File: config.mk
export PLATFORM = sky130hd
export DESIGN_NAME = div_result_buffer
export DESIGN_NICKNAME = d
export VERILOG_FILES = /design/src/rtl/div_result_buffer_pkg.sv /design/src/rtl/div_result_buffer_fifo.sv /design/src/rtl/div_result_buffer.sv
export SDC_FILE = /design/constraint.sdc
export NUM_CORES = 1
export LEC_CHECK = 0
export ABC_AREA = 1
export CORE_UTILIZATION = 50
export CTS_CLUSTER_DIAMETER = 40
export DETAILED_ROUTE_END_ITERATION = 7
export PLACE_DENSITY = 0.78
export SYNTH_ARGS = -nofsm -noshare
export SYNTH_HDL_FRONTEND = slang
export SYNTH_HIERARCHICAL = 1
export SYNTH_SLANG_ARGS = --single-unit
export TNS_END_PERCENT = 30
File: constraint.sdc
create_clock -name clk_in -period 4.7 [get_ports clk_in]
set_input_delay 1.175 -clock clk_in [delete_from_list [all_inputs] [get_ports clk_in]]
set_output_delay 1.175 -clock clk_in [all_outputs]
set_load 0.02 [all_outputs]
File: src/rtl/div_result_buffer_pkg.sv
`default_nettype none
// ============================================================================
// Module      : div_pkg
// Description : Shared types for the divider result buffer: tag, result
//               record, control state and result-assembly helper.
// Revision    : 1.0 - initial release
// ============================================================================
package div_pkg;

    localparam int DIV_WIDTH     = 32;
    localparam int DIV_TAG_WIDTH = 4;

    typedef logic [DIV_TAG_WIDTH-1:0] div_tag_t;

    typedef struct packed {
        logic [DIV_WIDTH-1:0] quotient;
        logic [DIV_WIDTH-1:0] remainder;
        div_tag_t             tag;
        logic                 error;
    } div_result_t;

    typedef enum logic [0:0] {
        ST_DRAIN = 1'b0,
        ST_RUN   = 1'b1
    } div_state_t;

    // A divide by zero reports an all-ones quotient; the remainder is kept.
    function automatic div_result_t make_result(
        input logic [DIV_WIDTH-1:0] quotient,
        input logic [DIV_WIDTH-1:0] remainder,
        input div_tag_t             tag,
        input logic                 zero
    );
        div_result_t res;
        res.quotient  = zero ? '1 : quotient;
        res.remainder = remainder;
        res.tag       = tag;
        res.error     = zero;
        return res;
    endfunction

endpackage
`default_nettype wire

File: src/rtl/div_result_buffer_fifo.sv
`default_nettype none
// ============================================================================
// Module      : div_result_fifo
// Description : First-word-fall-through FIFO of div_result_t records with
//               simultaneous push/pop at any occupancy.
// Revision    : 1.0 - initial release
// ============================================================================
module div_result_fifo
    import div_pkg::*;
#(
    parameter int DEPTH = 4
) (
    input  logic                     clk_in,
    input  logic                     rst_in,
    input  logic                     push_in,
    input  div_result_t              data_in,
    input  logic                     pop_in,
    output div_result_t              data_out,
    output logic                     full_out,
    output logic                     empty_out,
    output logic [$clog2(DEPTH):0]   count_out
);

    localparam int c_aw = $clog2(DEPTH);

    div_result_t       r_mem [DEPTH];
    logic [c_aw-1:0]   r_wr_ptr;
    logic [c_aw-1:0]   r_rd_ptr;
    logic [c_aw:0]     r_count;

    logic w_full;
    logic w_empty;
    logic w_do_push;
    logic w_do_pop;

    assign w_full    = (r_count == (c_aw+1)'(DEPTH));
    assign w_empty   = (r_count == '0);
    assign w_do_pop  = pop_in & ~w_empty;
    // When full, a push is only accepted if the head leaves in the same cycle.
    assign w_do_push = push_in & (~w_full | w_do_pop);

    always_ff @(posedge clk_in) begin
        if (w_do_push) begin
            r_mem[r_wr_ptr] <= data_in;
        end
    end

    always_ff @(posedge clk_in or posedge rst_in) begin
        if (rst_in) begin
            r_wr_ptr <= '0;
            r_rd_ptr <= '0;
            r_count  <= '0;
        end else begin
            if (w_do_push) begin
                r_wr_ptr <= r_wr_ptr + c_aw'(1);
            end
            if (w_do_pop) begin
                r_rd_ptr <= r_rd_ptr + c_aw'(1);
            end
            case ({w_do_push, w_do_pop})
                2'b10:   r_count <= r_count + (c_aw+1)'(1);
                2'b01:   r_count <= r_count - (c_aw+1)'(1);
                default: r_count <= r_count;
            endcase
        end
    end

    assign data_out  = r_mem[r_rd_ptr];
    assign full_out  = w_full;
    assign empty_out = w_empty;
    assign count_out = r_count;

endmodule
`default_nettype wire

File: src/rtl/div_result_buffer.sv
`default_nettype none
// ============================================================================
// Module      : div_result_buffer
// Description : Re-attaches tag/zero flags to fixed-latency divider results,
//               buffers them and issues credits so the buffer never overflows.
// Revision    : 1.0 - initial release
// ============================================================================
module div_result_buffer
    import div_pkg::*;
#(
    parameter int WIDTH     = DIV_WIDTH,
    parameter int TAG_WIDTH = DIV_TAG_WIDTH,
    parameter int LATENCY   = 16,
    parameter int DEPTH     = 4
) (
    input  logic                     clk_in,
    input  logic                     rst_in,
    input  logic                     issue_valid_in,
    input  logic [TAG_WIDTH-1:0]     issue_tag_in,
    input  logic                     issue_zero_in,
    output logic                     issue_ok_out,
    input  logic                     div_valid_in,
    input  logic [WIDTH-1:0]         div_quotient_in,
    input  logic [WIDTH-1:0]         div_remainder_in,
    output logic                     res_valid_out,
    input  logic                     res_ready_in,
    output logic [WIDTH-1:0]         res_quotient_out,
    output logic [WIDTH-1:0]         res_remainder_out,
    output logic [TAG_WIDTH-1:0]     res_tag_out,
    output logic                     res_error_out,
    output logic [$clog2(DEPTH):0]   count_out,
    output logic [$clog2(DEPTH):0]   in_flight_out,
    output logic                     protocol_error_out
);

    localparam int                   c_cnt_w      = $clog2(DEPTH) + 1;
    localparam int                   c_drain_w    = $clog2(LATENCY) + 1;
    localparam logic [c_drain_w-1:0] c_drain_last = c_drain_w'(LATENCY - 1);

    div_state_t               r_state;
    logic [c_drain_w-1:0]     r_drain_cnt;
    logic [c_cnt_w-1:0]       r_in_flight;
    logic                     r_protocol_error;

    // Delay line mirroring the divider pipeline: valid, tag and zero flag.
    logic [LATENCY-1:0]       r_dl_valid;
    logic [TAG_WIDTH-1:0]     r_dl_tag  [LATENCY];
    logic                     r_dl_zero [LATENCY];

    logic                     w_run;
    logic                     w_issue_ok;
    logic                     w_issue_tracked;
    logic                     w_issue_violation;
    logic                     w_last_valid;
    logic                     w_push;
    logic                     w_pop;
    logic                     w_mismatch;
    logic                     w_overflow;
    logic [c_cnt_w:0]         w_committed;
    logic                     w_full;
    logic                     w_empty;
    logic [c_cnt_w-1:0]       w_count;
    div_result_t              w_wr_data;
    div_result_t              w_head;

    assign w_run             = (r_state == ST_RUN);
    assign w_committed       = {1'b0, r_in_flight} + {1'b0, w_count};
    assign w_issue_ok        = w_run & (w_committed < (c_cnt_w+1)'(DEPTH));
    assign w_issue_tracked   = issue_valid_in & w_issue_ok;
    assign w_issue_violation = w_run & issue_valid_in & ~w_issue_ok;

    assign w_last_valid = r_dl_valid[LATENCY-1];
    assign w_push       = w_run & div_valid_in & w_last_valid;
    assign w_mismatch   = w_run & (div_valid_in ^ w_last_valid);
    assign w_pop        = ~w_empty & res_ready_in;
    assign w_overflow   = w_push & w_full & ~w_pop;

    assign w_wr_data = make_result(div_quotient_in, div_remainder_in,
                                   r_dl_tag[LATENCY-1], r_dl_zero[LATENCY-1]);

    // DRAIN holds off credits for one full divider latency after reset so any
    // result launched before reset has left the pipeline.
    always_ff @(posedge clk_in or posedge rst_in) begin
        if (rst_in) begin
            r_state     <= ST_DRAIN;
            r_drain_cnt <= '0;
        end else begin
            case (r_state)
                ST_DRAIN: begin
                    if (r_drain_cnt == c_drain_last) begin
                        r_state <= ST_RUN;
                    end else begin
                        r_drain_cnt <= r_drain_cnt + c_drain_w'(1);
                    end
                end
                ST_RUN:  r_state <= ST_RUN;
                default: r_state <= ST_DRAIN;
            endcase
        end
    end

    always_ff @(posedge clk_in or posedge rst_in) begin
        if (rst_in) begin
            r_dl_valid <= '0;
        end else begin
            r_dl_valid <= {r_dl_valid[LATENCY-2:0], w_issue_tracked};
        end
    end

    always_ff @(posedge clk_in) begin
        r_dl_tag[0]  <= issue_tag_in;
        r_dl_zero[0] <= issue_zero_in;
        for (int i = 1; i < LATENCY; i++) begin
            r_dl_tag[i]  <= r_dl_tag[i-1];
            r_dl_zero[i] <= r_dl_zero[i-1];
        end
    end

    // A request leaving the delay line is no longer in flight, even when the
    // divider failed to return it.
    always_ff @(posedge clk_in or posedge rst_in) begin
        if (rst_in) begin
            r_in_flight <= '0;
        end else begin
            case ({w_issue_tracked, w_last_valid})
                2'b10:   r_in_flight <= r_in_flight + c_cnt_w'(1);
                2'b01:   r_in_flight <= r_in_flight - c_cnt_w'(1);
                default: r_in_flight <= r_in_flight;
            endcase
        end
    end

    always_ff @(posedge clk_in or posedge rst_in) begin
        if (rst_in) begin
            r_protocol_error <= 1'b0;
        end else if (w_mismatch | w_overflow | w_issue_violation) begin
            r_protocol_error <= 1'b1;
        end
    end

    div_result_fifo #(
        .DEPTH (DEPTH)
    ) u_fifo (
        .clk_in    (clk_in),
        .rst_in    (rst_in),
        .push_in   (w_push),
        .data_in   (w_wr_data),
        .pop_in    (w_pop),
        .data_out  (w_head),
        .full_out  (w_full),
        .empty_out (w_empty),
        .count_out (w_count)
    );

    assign issue_ok_out       = w_issue_ok;
    assign res_valid_out      = ~w_empty;
    assign res_quotient_out   = w_head.quotient;
    assign res_remainder_out  = w_head.remainder;
    assign res_tag_out        = w_head.tag;
    assign res_error_out      = w_head.error;
    assign count_out          = w_count;
    assign in_flight_out      = r_in_flight;
    assign protocol_error_out = r_protocol_error;

endmodule
`default_nettype wire

-- Word-level counts from Yosys, hierarchy flattened
Memories as Yosys holds them, arrays and structs flattened.
Cells that the tools add are included.
Widths: inputs -> output; s select.
- register bits after elaboration: 33
- bits in writable memories: 356
- output and inout bits: 78
- logic and storage cells: 59
- memories: 3
- memories (memory ; depth ; bits a word ; read ports ; clocked after Yosys merged registers in ; write ports ; RTL line ; text):
    u_fifo.r_mem ; 4 ; 69 ; 1 ; 0 ; 1 ; div_result_buffer_fifo.sv:26 ; div_result_t r_mem [DEPTH];
    r_dl_tag ; 16 ; 4 ; 16 ; 0 ; 16 ; div_result_buffer.sv:47 ; logic [TAG_WIDTH-1:0] r_dl_tag [LATENCY];
    r_dl_zero ; 16 ; 1 ; 16 ; 0 ; 16 ; div_result_buffer.sv:48 ; logic r_dl_zero [LATENCY];
- $add $sub $neg: 8
- magnitude comparators: 1
- equal/unequal tests: 6
- multiplexer cells: 7
- bitwise gates (word level): 22
- reduce and logical (&&, ||, !) cells: 4
- operators with widths (cell ; count):
    $mux 32 ; 1
    $and 1x1->1 ; 12
    $pmux 3 s2 ; 2
    $add 3x1->3 const B ; 2
    $not 1->1 ; 6
    $sub 3x1->3 const B ; 2
    $add 5x1->5 const B ; 1
    $eq 5x4->1 const B ; 1
    $add 2x1->2 const B ; 2
    $add 3x3->4 ; 1
    $eq 2x1->1 const B ; 2
    $eq 2x2->1 const B ; 2
    $lt 4x3->1 const B ; 1
    $reduce_bool 2->1 ; 2
    $eq 3x3->1 const B ; 1
    $logic_not 3->1 ; 1
    $mux 1 ; 3
    $or 1x1->1 ; 3
    $pmux 1 s2 ; 1
    $reduce_and 2->1 ; 1
    $xor 1x1->1 ; 1

-- Longest topological paths before layout
Gate-level depths: netlist of the first run.
- depth after elaboration: 8
- gate-level depth with buffers: 17
- mapped depth without buffers: 17

-- Cells and area by module
Netlist of the first run, hierarchy kept.
- modules (own cells, without submodules) (module ; times used ; cells each ; area each (um^2) ; seq. area each (um^2)):
    div_result_fifo ; 1 ; 801 ; 10916.7 ; 8463.1
    div_result_buffer ; 1 ; 199 ; 2822.7 ; 2252.2

-- Worst setup path before layout of the first run
Ideal clock, no wire load.
- kind: in2reg
- start: input res_ready_in
- end: memory u_fifo/r_mem[0][0] in the netlist's numbering, enable pin
- setup time: 0.497 ns
- arrival: 4.522 ns
- setup slack: -0.319 ns
- stages: 6
- path buffers: 0
- path through: nand2_1 -> inv_1 -> inv_1 -> nand3_1 -> nand2_1 -> nor2_1
- longest elaborated chain between the ends: 6
- RTL lines (what ; RTL line ; text):
    from (decl) ; div_result_buffer.sv:26 ; input logic res_ready_in,
    $and 1x1->1 ; div_result_buffer.sv:75 ; assign w_pop = ~w_empty & res_ready_in;
    via w_pop ; div_result_buffer.sv:56 ; logic w_pop;
    $and 1x1->1 ; div_result_buffer_fifo.sv:38 ; assign w_do_pop = pop_in & ~w_empty;
    $or 1x1->1 ; div_result_buffer_fifo.sv:40 ; assign w_do_push = push_in & (~w_full | w_do_pop);
    $and 1x1->1 ; div_result_buffer_fifo.sv:40 ;
    $mux 1 ; div_result_buffer_fifo.sv:43 ; if (w_do_push) begin
    $mux 1 (implied by the code) ; div_result_buffer_fifo.sv:44 ; r_mem[r_wr_ptr] <= data_in;
    to (decl) ; div_result_buffer_fifo.sv:26 ;
The timed path passes the listed nets, and every way through them passes these cells.

-- Worst setup path in the final report of the first run
- start: register u_fifo.r_rd_ptr[1]
- end: output res_remainder_out[13]
- longest elaborated chain between the ends: 1
- RTL lines (what ; RTL line ; text):
    from (decl) ; div_result_buffer_fifo.sv:28 ; logic [c_aw-1:0] r_rd_ptr;
    from (signal assigned) ; div_result_buffer_fifo.sv:58 ; r_rd_ptr <= r_rd_ptr + c_aw'(1);
    $mem_v2 4x69 ; - ;
    to (decl) ; div_result_buffer.sv:28 ; output logic [WIDTH-1:0] res_remainder_out,
No other way between the ends.

==> results of run 1 <==
logic make-up after synthesis:
group,share of synthesized area (%)
flip-flops,77.99
AND/OR/NAND/NOR,9.170
AO/OA/AOI/OAI,7.650
buffers and inverters,3.552
adder cells (fa/ha/maj),1.202
XOR/XNOR,0.4371
flip-flops by register name, summed over array words and instances (netlist names):
register / cells
r_dl_tag: 64
u_fifo/count_out: 3
u_fifo/r_rd_ptr: 2
protocol_error_out: 1
u_fifo/r_mem: 276
r_drain_cnt: 5
r_state: 1
u_fifo/r_wr_ptr: 2
r_dl_valid: 16
in_flight_out: 3
r_dl_zero: 16
metrics by stage:
step | cell area (um^2) | cells | setup WS, ns | hold slack [ns]
floorplan | 13740 | 1000 | -0.3188 | 0.3096
global placement | 15540 | 1456 | 1.306 | 0.3105
detailed placement | 15540 | 1456 | 1.263 | 0.3121
CTS | 17050 | 1538 | 0.7005 | 0.3172
global route | 17050 | 1538 | 0.5388 | 0.3264
finish | 17050 | 1538 | 0.7155 | 0.3162
critical path, stage by stage, from the launching register on:
cell             delay (ns)
dfrtp_1                0.42
inv_4                  0.46
buf_4                  0.40
o21ai_1                0.11
o21ai_1                0.20
clkdlybuf4s50_1        0.64
cell type report:
cell class                      count  area share (%)
Timing Repair Buffer              164           9.952
Multi-Input combinational cell    528           15.05
Inverter                           34          0.7780
Clock buffer                       58           7.207
Sequential cell                   389           62.88
Clock inverter                     24           1.629
Tap cell                          341           2.503
placed cells by master (no fill, tap or decap), drive strengths merged, types with 3 or more instances in the layout:
cell type      Yosys  layout
clkbuf             9      58
inv               34      38
nand2             34      34
clkdlybuf4s50      0     151
or2               32      32
dfrtp             33      33
ha                10      10
edfxtp           276     276
buf               40      13
o21ai            210     210
clkinvlp           0       3
dfxtp             80      80
nor2             219     219
nand3             12      12
clkinv             0      13
bufinv             0       4
xnor2              4       4
worst max path at each step:
stage | start | end | depth (start not counted)
after floorplan | res_ready_in | u_fifo/r_mem[0][0]$_DFFE_PP_ | 6
after CTS | u_fifo/r_rd_ptr[1]$_DFFE_PP0P_ | res_remainder_out[13] | 5
final | u_fifo/r_rd_ptr[1]$_DFFE_PP0P_ | res_remainder_out[13] | 5
after global routing | u_fifo/r_rd_ptr[1]$_DFFE_PP0P_ | res_remainder_out[13] | 5
after detailed placement | res_ready_in | u_fifo/count_out[2]$_DFFE_PP0P_ | 13
after global placement | u_fifo/r_rd_ptr[1]$_DFFE_PP0P_ | res_remainder_out[13] | 5
power by group through the flow:
| stage | Sequential [mW] | Combinational [mW] | Clock, mW |
|---|---|---|---|
| final | 3.72 | 0.109 | 3.42 |
| after global routing | 3.72 | 0.117 | 3.61 |
| after CTS | 3.72 | 0.109 | 3.48 |
| after detailed placement | 3.79 | 0.108 | 0 |
| after global placement | 3.79 | 0.105 | 0 |
| after floorplan | 3.78 | 0.0253 | 0 |
layer usage:
metal	up-vias	part of all wire [%]	GRT usage, %
li1	3823	-	-
met1	3858	42	23.01
met2	244	50	31.52
met3	41	6.9	4.538
met4	0	1.9	5.784
met5	-	0	0
==> impl_metrics.env, run 1 <==
export IMPL_clkTransAtPathRegs_ns=0.06
export IMPL_cts_hold_buf=0
export IMPL_crit_arrival_ns=2.81
export IMPL_num_vias=7966
export IMPL_drt_iter0_markers=585
export IMPL_status="complete, no violations"
export IMPL_slew_viol_final=0
export IMPL_grt_max_degree=141
export IMPL_antenna_found_initial=0
export IMPL_avgSynthCellArea_um2=13.74
export IMPL_drc=0
export IMPL_syn_nets=1086
export IMPL_multi_input_area_um2=2566
export IMPL_required_ns=3.52
export IMPL_grt_pass1_wl_um=40510
export IMPL_core_rowCount=60
export IMPL_clock_root_buffer="clkbuf_16"
export IMPL_routed_wl_um=25650
export IMPL_combPwrFrac_pct=1.5
export IMPL_htreeDepth=2
export IMPL_p_sw_mw=1.384
export IMPL_rr_worst_depth=16
export IMPL_pwr_share_clk_pct=47.2
export IMPL_track_usage_pct=18.39
export IMPL_yosys_area_top_type_share_pct=60.32
export IMPL_yosysSeqAreaShare_pct=77.99
export IMPL_drive_gt1_share_pct=11.19
export IMPL_ys_warn_count=6
export IMPL_worstSkewPairLatency_ns=0.53
export IMPL_ys_seq_elements=389
export IMPL_p_int_mw=5.862
export IMPL_via_per_inst=5.179
export IMPL_start_util_pct=50.98
export IMPL_grt_pass1_vias=7898
export IMPL_setup_tns_ns=0
export IMPL_rsz0062_at_grt="false"
export IMPL_synth_area_um2=13740
export IMPL_vdd_drop_max_uv=311.5
export IMPL_port_buffers=151
export IMPL_min_path_cells=0
export IMPL_die_x_um=167.8
export IMPL_postCtsSetupRepairBufs=0
export IMPL_critPathMaxFanout=64
export IMPL_finalPower_mw=7.246
export IMPL_fmax_mhz=251.0
export IMPL_worstReg2RegEnd="u_fifo/count_out[2]$_DFFE_PP0P_"
export IMPL_yosys_top_cells_count="edfxtp_1, nor2_1, o21ai_1, dfxtp_1, o21ai_0"
export IMPL_tritoncts="done"
export IMPL_synth_edf_count=276
export IMPL_antenna_left=0
export IMPL_period_minus_slack_ns=3.985
export IMPL_setup_viol=0
export IMPL_overflow=0
export IMPL_cts_sinks=389
export IMPL_final_nets=1247
export IMPL_seqPwrFrac_pct=51.3
export IMPL_ios=152
export IMPL_dp_hpwl_um=13960
export IMPL_seq_area_um2=10720
export IMPL_synth_cells=1000
export IMPL_crit_type="flop to output port"
export IMPL_n_fill_cell=1907
export IMPL_min_path_type="flop to flop"
export IMPL_utilization_pct=63.25
export IMPL_die_area_um2=28150
export IMPL_core_area_um2=26950
export IMPL_end_kind="output port"
export IMPL_die_y_um=167.8
export IMPL_drv_cap=0
export IMPL_relSlewSlack_pct=34.83
export IMPL_n_antenna_cell=0
export IMPL_async_flop_share_pct=8.483
export IMPL_power_density_nw_per_um2=425.0
export IMPL_clk_path_buf_depth=3
export IMPL_place_congestion=0.7374
export IMPL_p_sw_share_pct=19.11
export IMPL_yosys_top_cells_area="edfxtp_1, dfxtp_1, dfrtp_1, nor2_1, o21ai_1"
export IMPL_regToRegSetupSlack_ns=1.91
export IMPL_wl_per_cell_um=16.68
export IMPL_yosysMostFrequentCell="edfxtp_1"
export IMPL_synth_flop_cell="edfxtp_1"
export IMPL_fin_skew_ns=0.01358
export IMPL_drtPass1Iterations=5
export IMPL_whs_endpoint="r_dl_zero[1][2]$_DFF_P_"
export IMPL_yosysUniqueCellTypes=29
export IMPL_hold_viol_final=0
export IMPL_postCtsResizedCells=0
export IMPL_cts_buffers=44
export IMPL_worstMarginPinSlew_ns=0.9765
export IMPL_fin_crit_sh_pct=84.78
export IMPL_areaGrowthSynthToFinish_pct=24.08
export IMPL_synth_top_area_cell="edfxtp_1"
export IMPL_p_leak_nw=6.181
export IMPL_min_from="r_dl_zero[1][1]$_DFF_P_"
export IMPL_worst_setup_path_start_kind="flop"
export IMPL_timing_rr_start="u_fifo/count_out[0]$_DFFE_PP0P_"
Note: power is estimated with default switching activity, not from simulation.
==> inputs of run 2 (changes only) <==
--- a/config.mk
+++ b/config.mk
@@ -6,10 +6,10 @@
 export NUM_CORES = 1
 export LEC_CHECK = 0
 export ABC_AREA = 1
-export CORE_UTILIZATION = 50
+export CORE_UTILIZATION = 56
 export CTS_CLUSTER_DIAMETER = 40
 export DETAILED_ROUTE_END_ITERATION = 7
-export PLACE_DENSITY = 0.78
+export PLACE_DENSITY = 0.82
 export SYNTH_ARGS = -nofsm -noshare
 export SYNTH_HDL_FRONTEND = slang
 export SYNTH_HIERARCHICAL = 1
==> constraint.sdc (replaced) <==
create_clock -name clk_in -period 3.95 [get_ports clk_in]
set_input_delay 0.9875 -clock clk_in [delete_from_list [all_inputs] [get_ports clk_in]]
set_output_delay 0.9875 -clock clk_in [all_outputs]
set_load 0.02 [all_outputs]
==> impl_metrics.env, run 2 (synthesis gave the netlist of run 1 again) <==
export IMPL_drv_cap=0
export IMPL_status="complete, no violations"
export IMPL_clkTransAtPathRegs_ns=0.06
export IMPL_critPathMaxFanout=54
export IMPL_relSlewSlack_pct=36.35
export IMPL_min_path_cells=0
export IMPL_htreeDepth=2
export IMPL_worstSkewPairLatency_ns=0.51
export IMPL_largest_registers="u_fifo/r_mem x276, r_dl_tag x64"
export IMPL_die_y_um=158.6
export IMPL_grt_max_degree=141
export IMPL_regToRegSetupSlack_ns=1.18
export IMPL_fmax_mhz=271.8
export IMPL_postCtsSetupRepairBufs=0
export IMPL_via_per_inst=5.286
export IMPL_fin_skew_ns=0.01395
export IMPL_largest_register="u_fifo/r_mem"
export IMPL_required_ns=2.96
export IMPL_cp_depth=5
export IMPL_layout_commonest_cell="edfxtp_1"
export IMPL_post_place_ws_ns=0.7367
export IMPL_path_cells="inv_4, buf_12, o21ai_0, o21ai_1, clkdlybuf4s50_1"
export IMPL_mostFrequentLayoutCells="edfxtp_1, nor2_1, clkdlybuf4s50_1, o21ai_1, dfxtp_1"
export IMPL_track_usage_pct=21.01
export IMPL_min_from="r_dl_tag[0][29]$_DFF_P_"
export IMPL_clock_root_buffer="clkbuf_16"
export IMPL_timing_rr_start="u_fifo/count_out[1]$_DFFE_PP0P_"
export IMPL_grt_pass1_wl_um=39630
export IMPL_drtPass1Iterations=7
export IMPL_worstReg2RegEnd="u_fifo/count_out[2]$_DFFE_PP0P_"
export IMPL_drive_gt1_share_pct=10.70
export IMPL_antenna_left=0
export IMPL_dp_hpwl_um=14820
export IMPL_cts_sinks=389
export IMPL_start_util_pct=57.84
export IMPL_setup_viol=0
export IMPL_ios=152
export IMPL_cp_num_buf_inv=3
export IMPL_fin_ws_ns=0.2712
export IMPL_crit_family="buffers and inverters"
export IMPL_overflow=0
export IMPL_drt_iter0_markers=695
export IMPL_areaGrowthSynthToFinish_pct=22.72
export IMPL_power_density_nw_per_um2=487.2
export IMPL_fin_crit_sh_pct=93.13
export IMPL_slew_viol_final=0
export IMPL_worstMarginPinSlew_ns=0.9537
export IMPL_largest_register_ffs=276
export IMPL_drc=0
export IMPL_tritoncts="done"
export IMPL_place_congestion=0.7874
export IMPL_routed_wl_um=26100
export IMPL_min_path_type="flop to flop"
export IMPL_worst_setup_path_start_kind="flop"
export IMPL_p_leak_nw=6.119
export IMPL_vdd_drop_max_uv=373.4
export IMPL_rsz0062_at_grt="false"
export IMPL_crit_arrival_ns=2.69
export IMPL_cts_buffers=40
export IMPL_crit_type="flop to output port"
export IMPL_core_area_um2=23750
export IMPL_die_x_um=158.6
export IMPL_setup_tns_ns=0
export IMPL_final_nets=1243
export IMPL_num_vias=7966
export IMPL_cp_slowest_stage_delay_ns=0.66
export IMPL_hold_viol_final=0
export IMPL_clk_path_buf_depth=3
export IMPL_hold_ws_ns=0.3234
export IMPL_whs_endpoint="r_dl_tag[1][1]$_DFF_P_"
export IMPL_wl_per_cell_um=17.32
export IMPL_cts_hold_buf=0
export IMPL_core_rowCount=56
export IMPL_end_kind="output port"
export IMPL_grt_pass1_vias=7710
export IMPL_die_area_um2=25170
export IMPL_rr_worst_depth=16
export IMPL_antenna_found_initial=2
export IMPL_postCtsResizedCells=0
export IMPL_cp_slowest_cell="clkdlybuf4s50_1"
export IMPL_period_minus_slack_ns=3.679
export IMPL_port_buffers=151
[run 2: per-layer routing]
metal	share of wire (%)	GRT usage, %
met1	40	27.05
met4	1.9	6.548
met3	8.0	5.444
met2	50	35.05
met5	0.065	0
[run 2: cell type report]
cell class,count,area [um^2]
Antenna cell,1,2.502
Clock inverter,23,234.0
Multi-Input combinational cell,528,2566
Tap cell,319,399.1
Clock buffer,49,1086
Inverter,34,132.6
Timing Repair Buffer,164,1722
Fill cell,1476,6892
Sequential cell,389,10720
[run 2: worst max-delay path by stage]
stage	from	endpoint	slack (ns)
floorplan	res_ready_in	u_fifo/r_mem[0][0]$_DFFE_PP_	-0.88
global placement	res_ready_in	u_fifo/count_out[2]$_DFFE_PP0P_	0.78
detailed placement	res_ready_in	u_fifo/count_out[2]$_DFFE_PP0P_	0.74
CTS	u_fifo/r_rd_ptr[1]$_DFFE_PP0P_	res_quotient_out[27]	0.29
global route	u_fifo/r_rd_ptr[1]$_DFFE_PP0P_	res_quotient_out[0]	0.16
finish	u_fifo/r_rd_ptr[1]$_DFFE_PP0P_	res_quotient_out[27]	0.27
[run 2: where the power goes]
group	internal, mW	switching (mW)	leakage (nW)
registers	4.41	0.0153	3.56
logic	0.0757	0.0536	1.90
clock network	2.18	1.48	0.656
[run 2: per-stage QoR]
step | cell area (um^2) | util, % | power, mW | cells
6_report | 16860 | 70.99 | 8.215 | 1507
5_1_grt | 16860 | 70.98 | 8.466 | 1506
4_1_cts | 16860 | 70.98 | 8.284 | 1506
3_5_place_dp | 15540 | 65.42 | 4.639 | 1434
3_3_place_gp | 15540 | 65.42 | 4.631 | 1434
2_1_floorplan | 13740 | - | 4.532 | 1000
[run 2: worst reg2reg max path, stage by stage (launching register included)]
cell and delay [ns]:
dfrtp_1 0.47, nor2_1 0.19, nand2_1 0.15, inv_1 0.08, inv_1 0.05, nand2_1 0.08
inv_1 0.09, inv_1 0.07, nand3_1 0.11, nand2_1 0.38, ha_1 0.25, inv_1 0.07
fa_1 0.38, nand2_1 0.10, nand3_1 0.08, nand2_1 0.06, nand2_1 0.05
==> inputs of run 3 (changes only) <==
--- a/config.mk
+++ b/config.mk
@@ -6,6 +6,7 @@
 export NUM_CORES = 1
 export LEC_CHECK = 0
 export ABC_AREA = 1
+export CORE_MARGIN = 4
 export CORE_UTILIZATION = 56
 export CTS_CLUSTER_DIAMETER = 40
 export DETAILED_ROUTE_END_ITERATION = 7
==> impl_metrics.env, run 3 (synthesis gave the netlist of run 1 again) <==
export IMPL_clk_path_buf_depth=3
export IMPL_relSlewSlack_pct=37.68
export IMPL_crit_top_cell="nor2_1"
export IMPL_grt_pass1_wl_um=40450
export IMPL_core_area_um2=24250
export IMPL_hold_ws_ns=0.3222
export IMPL_p_leak_nw=6.131
export IMPL_dp_hpwl_um=15010
export IMPL_utilization_pct=69.80
export IMPL_worst_setup_path_start_kind="flop"
export IMPL_postCtsSetupRepairBufs=0
export IMPL_largest_registers="u_fifo/r_mem x276, r_dl_tag x64"
export IMPL_postCtsResizedCells=0
export IMPL_min_path_type="flop to flop"
export IMPL_via_per_inst=5.270
export IMPL_cp_slowest_cell="dfrtp_4"
export IMPL_start_util_pct=56.66
export IMPL_drc=0
export IMPL_final_nets=1246
export IMPL_grt_pass1_vias=7868
export IMPL_fmax_mhz=262.1
export IMPL_crit_arrival_ns=2.83
export IMPL_drv_cap=0
export IMPL_num_vias=7994
export IMPL_routed_wl_um=26200
export IMPL_clkTransAtPathRegs_ns=0.06
export IMPL_crit_type="flop to output port"
export IMPL_setup_viol=0
export IMPL_cts_hold_buf=0
export IMPL_layout_commonest_cell="edfxtp_1"
export IMPL_clock_root_buffer="clkbuf_16"
export IMPL_power_density_nw_per_um2=490.2
export IMPL_critPathMaxFanout=108
export IMPL_largest_register="u_fifo/r_mem"
export IMPL_ios=152
export IMPL_die_area_um2=27100
export IMPL_areaGrowthSynthToFinish_pct=23.19
export IMPL_largest_register_ffs=276
export IMPL_htreeDepth=2
export IMPL_drtPass1Iterations=5
export IMPL_vdd_drop_max_uv=465.0
export IMPL_period_minus_slack_ns=3.816
export IMPL_overflow=0
export IMPL_mostFrequentLayoutCells="edfxtp_1, nor2_1, o21ai_1, clkdlybuf4s50_1, dfxtp_1"
export IMPL_antenna_left=0
export IMPL_setup_tns_ns=0
export IMPL_wl_per_cell_um=17.27
export IMPL_cp_num_buf_inv=2
export IMPL_worstSkewPairLatency_ns=0.53
export IMPL_cts_sinks=389
export IMPL_path_cells="buf_16, nor2_1, nor2_1, o21ai_0, o21ai_1, clkdlybuf4s50_1"
export IMPL_die_x_um=164.6
export IMPL_grt_max_degree=109
export IMPL_hold_viol_final=0
export IMPL_fin_skew_ns=0.01834
export IMPL_die_y_um=164.6
export IMPL_place_congestion=0.7435
export IMPL_end_kind="output port"
export IMPL_status="complete, no violations"
export IMPL_drive_gt1_share_pct=10.82
export IMPL_tritoncts="done"
export IMPL_crit_family="buffers and inverters"
export IMPL_drt_iter0_markers=549
export IMPL_rsz0062_at_grt="false"
export IMPL_core_rowCount=57
export IMPL_track_usage_pct=19.03
export IMPL_cp_slowest_stage_delay_ns=0.71
export IMPL_worstMarginPinSlew_ns=0.9338
export IMPL_required_ns=2.96
export IMPL_fin_crit_sh_pct=96.60
export IMPL_slew_viol_final=0
export IMPL_port_buffers=151
export IMPL_antenna_found_initial=3
export IMPL_cts_buffers=42
[run 3: cell types whose count changed in the layout (fill, tap and decap cells not counted), sizes merged]
cell           previous run  this run
clkinv                   14        13
inv                      40        41
bufinv                    3         1
buf                      13        15
clkdlybuf4s50           151       150
clkinvlp                  0         3
clkbuf                   49        52
[run 3: path summary, 6_finish.rpt]
path | from | end | slack [ns] | cells past startpoint
setup reg to reg | u_fifo/count_out[0]$_DFFE_PP0P_ | u_fifo/count_out[2]$_DFFE_PP0P_ | 1.12 | 16
max in group asynchronous | rst_in | r_drain_cnt[1]$_DFFE_PP0P_ | 2.33 | 2
hold / removal | r_dl_tag[1][13]$_DFF_P_ | r_dl_tag[1][17]$_DFF_P_ | 0.32 | 0
min in group asynchronous | rst_in | u_fifo/count_out[0]$_DFFE_PP0P_ | 0.77 | 2
setup / recovery | u_fifo/r_rd_ptr[0]$_DFFE_PP0P_ | res_remainder_out[7] | 0.13 | 6
hold reg to reg | r_dl_tag[1][13]$_DFF_P_ | r_dl_tag[1][17]$_DFF_P_ | 0.32 | 0
[run 3: power breakdown]
group          total [mW]  internal (mW)  switching (mW)  leakage (nW)
Combinational       0.130         0.0757          0.0547          1.91
Sequential           4.42           4.41          0.0122          3.56
Clock                3.74           2.20            1.54         0.663
Total                8.30           6.69            1.61          6.13
[run 3: worst register-to-register path, cell delays in order, from the launching register on]
cell     delay [ns]
dfrtp_1        0.46
nor2_1         0.17
nand2_1        0.14
inv_1          0.09
inv_1          0.05
nand2_1        0.08
inv_1          0.09
inv_1          0.06
nand3_1        0.11
nand2_1        0.38
ha_1           0.25
inv_1          0.08
fa_1           0.40
nand2_1        0.13
nand3_1        0.09
nand2_1        0.08
nand2_1        0.06
[run 3: layout make-up]
| cell class | instances | area [um^2] |
|---|---|---|
| multi-input cells | 528 | 2566 |
| inverters | 34 | 135.1 |
| flip-flops and latches | 389 | 10720 |
| fillers | 1592 | 7323 |
| clock buffers | 52 | 1172 |
| well taps | 324 | 405.4 |
| diodes | 1 | 2.502 |
| repair buffers | 165 | 1729 |
| clock inverters | 24 | 195.2 |
[run 3: metrics by stage]
step	total power [mW]	setup WS, ns	area, um^2	instances
after floorplan	4.532	-0.8813	13740	1000
after global placement	4.631	0.6930	15540	1440
after detailed placement	4.637	0.6682	15540	1440
after CTS	8.358	0.1090	16910	1516
after global routing	8.548	0.01800	16930	1517
final	8.297	0.1344	16930	1517
[run 3: per-layer routing]
| layer | up-vias | track usage [%] | share of wire [%] |
|---|---|---|---|
| met3 | 62 | 3.444 | 6.8 |
| met4 | 4 | 6.843 | 2.4 |
| li1 | 3807 | - | - |
| met5 | - | 0 | 0.099 |
| met1 | 3828 | 25.14 | 41 |
| met2 | 293 | 32.00 | 50 |
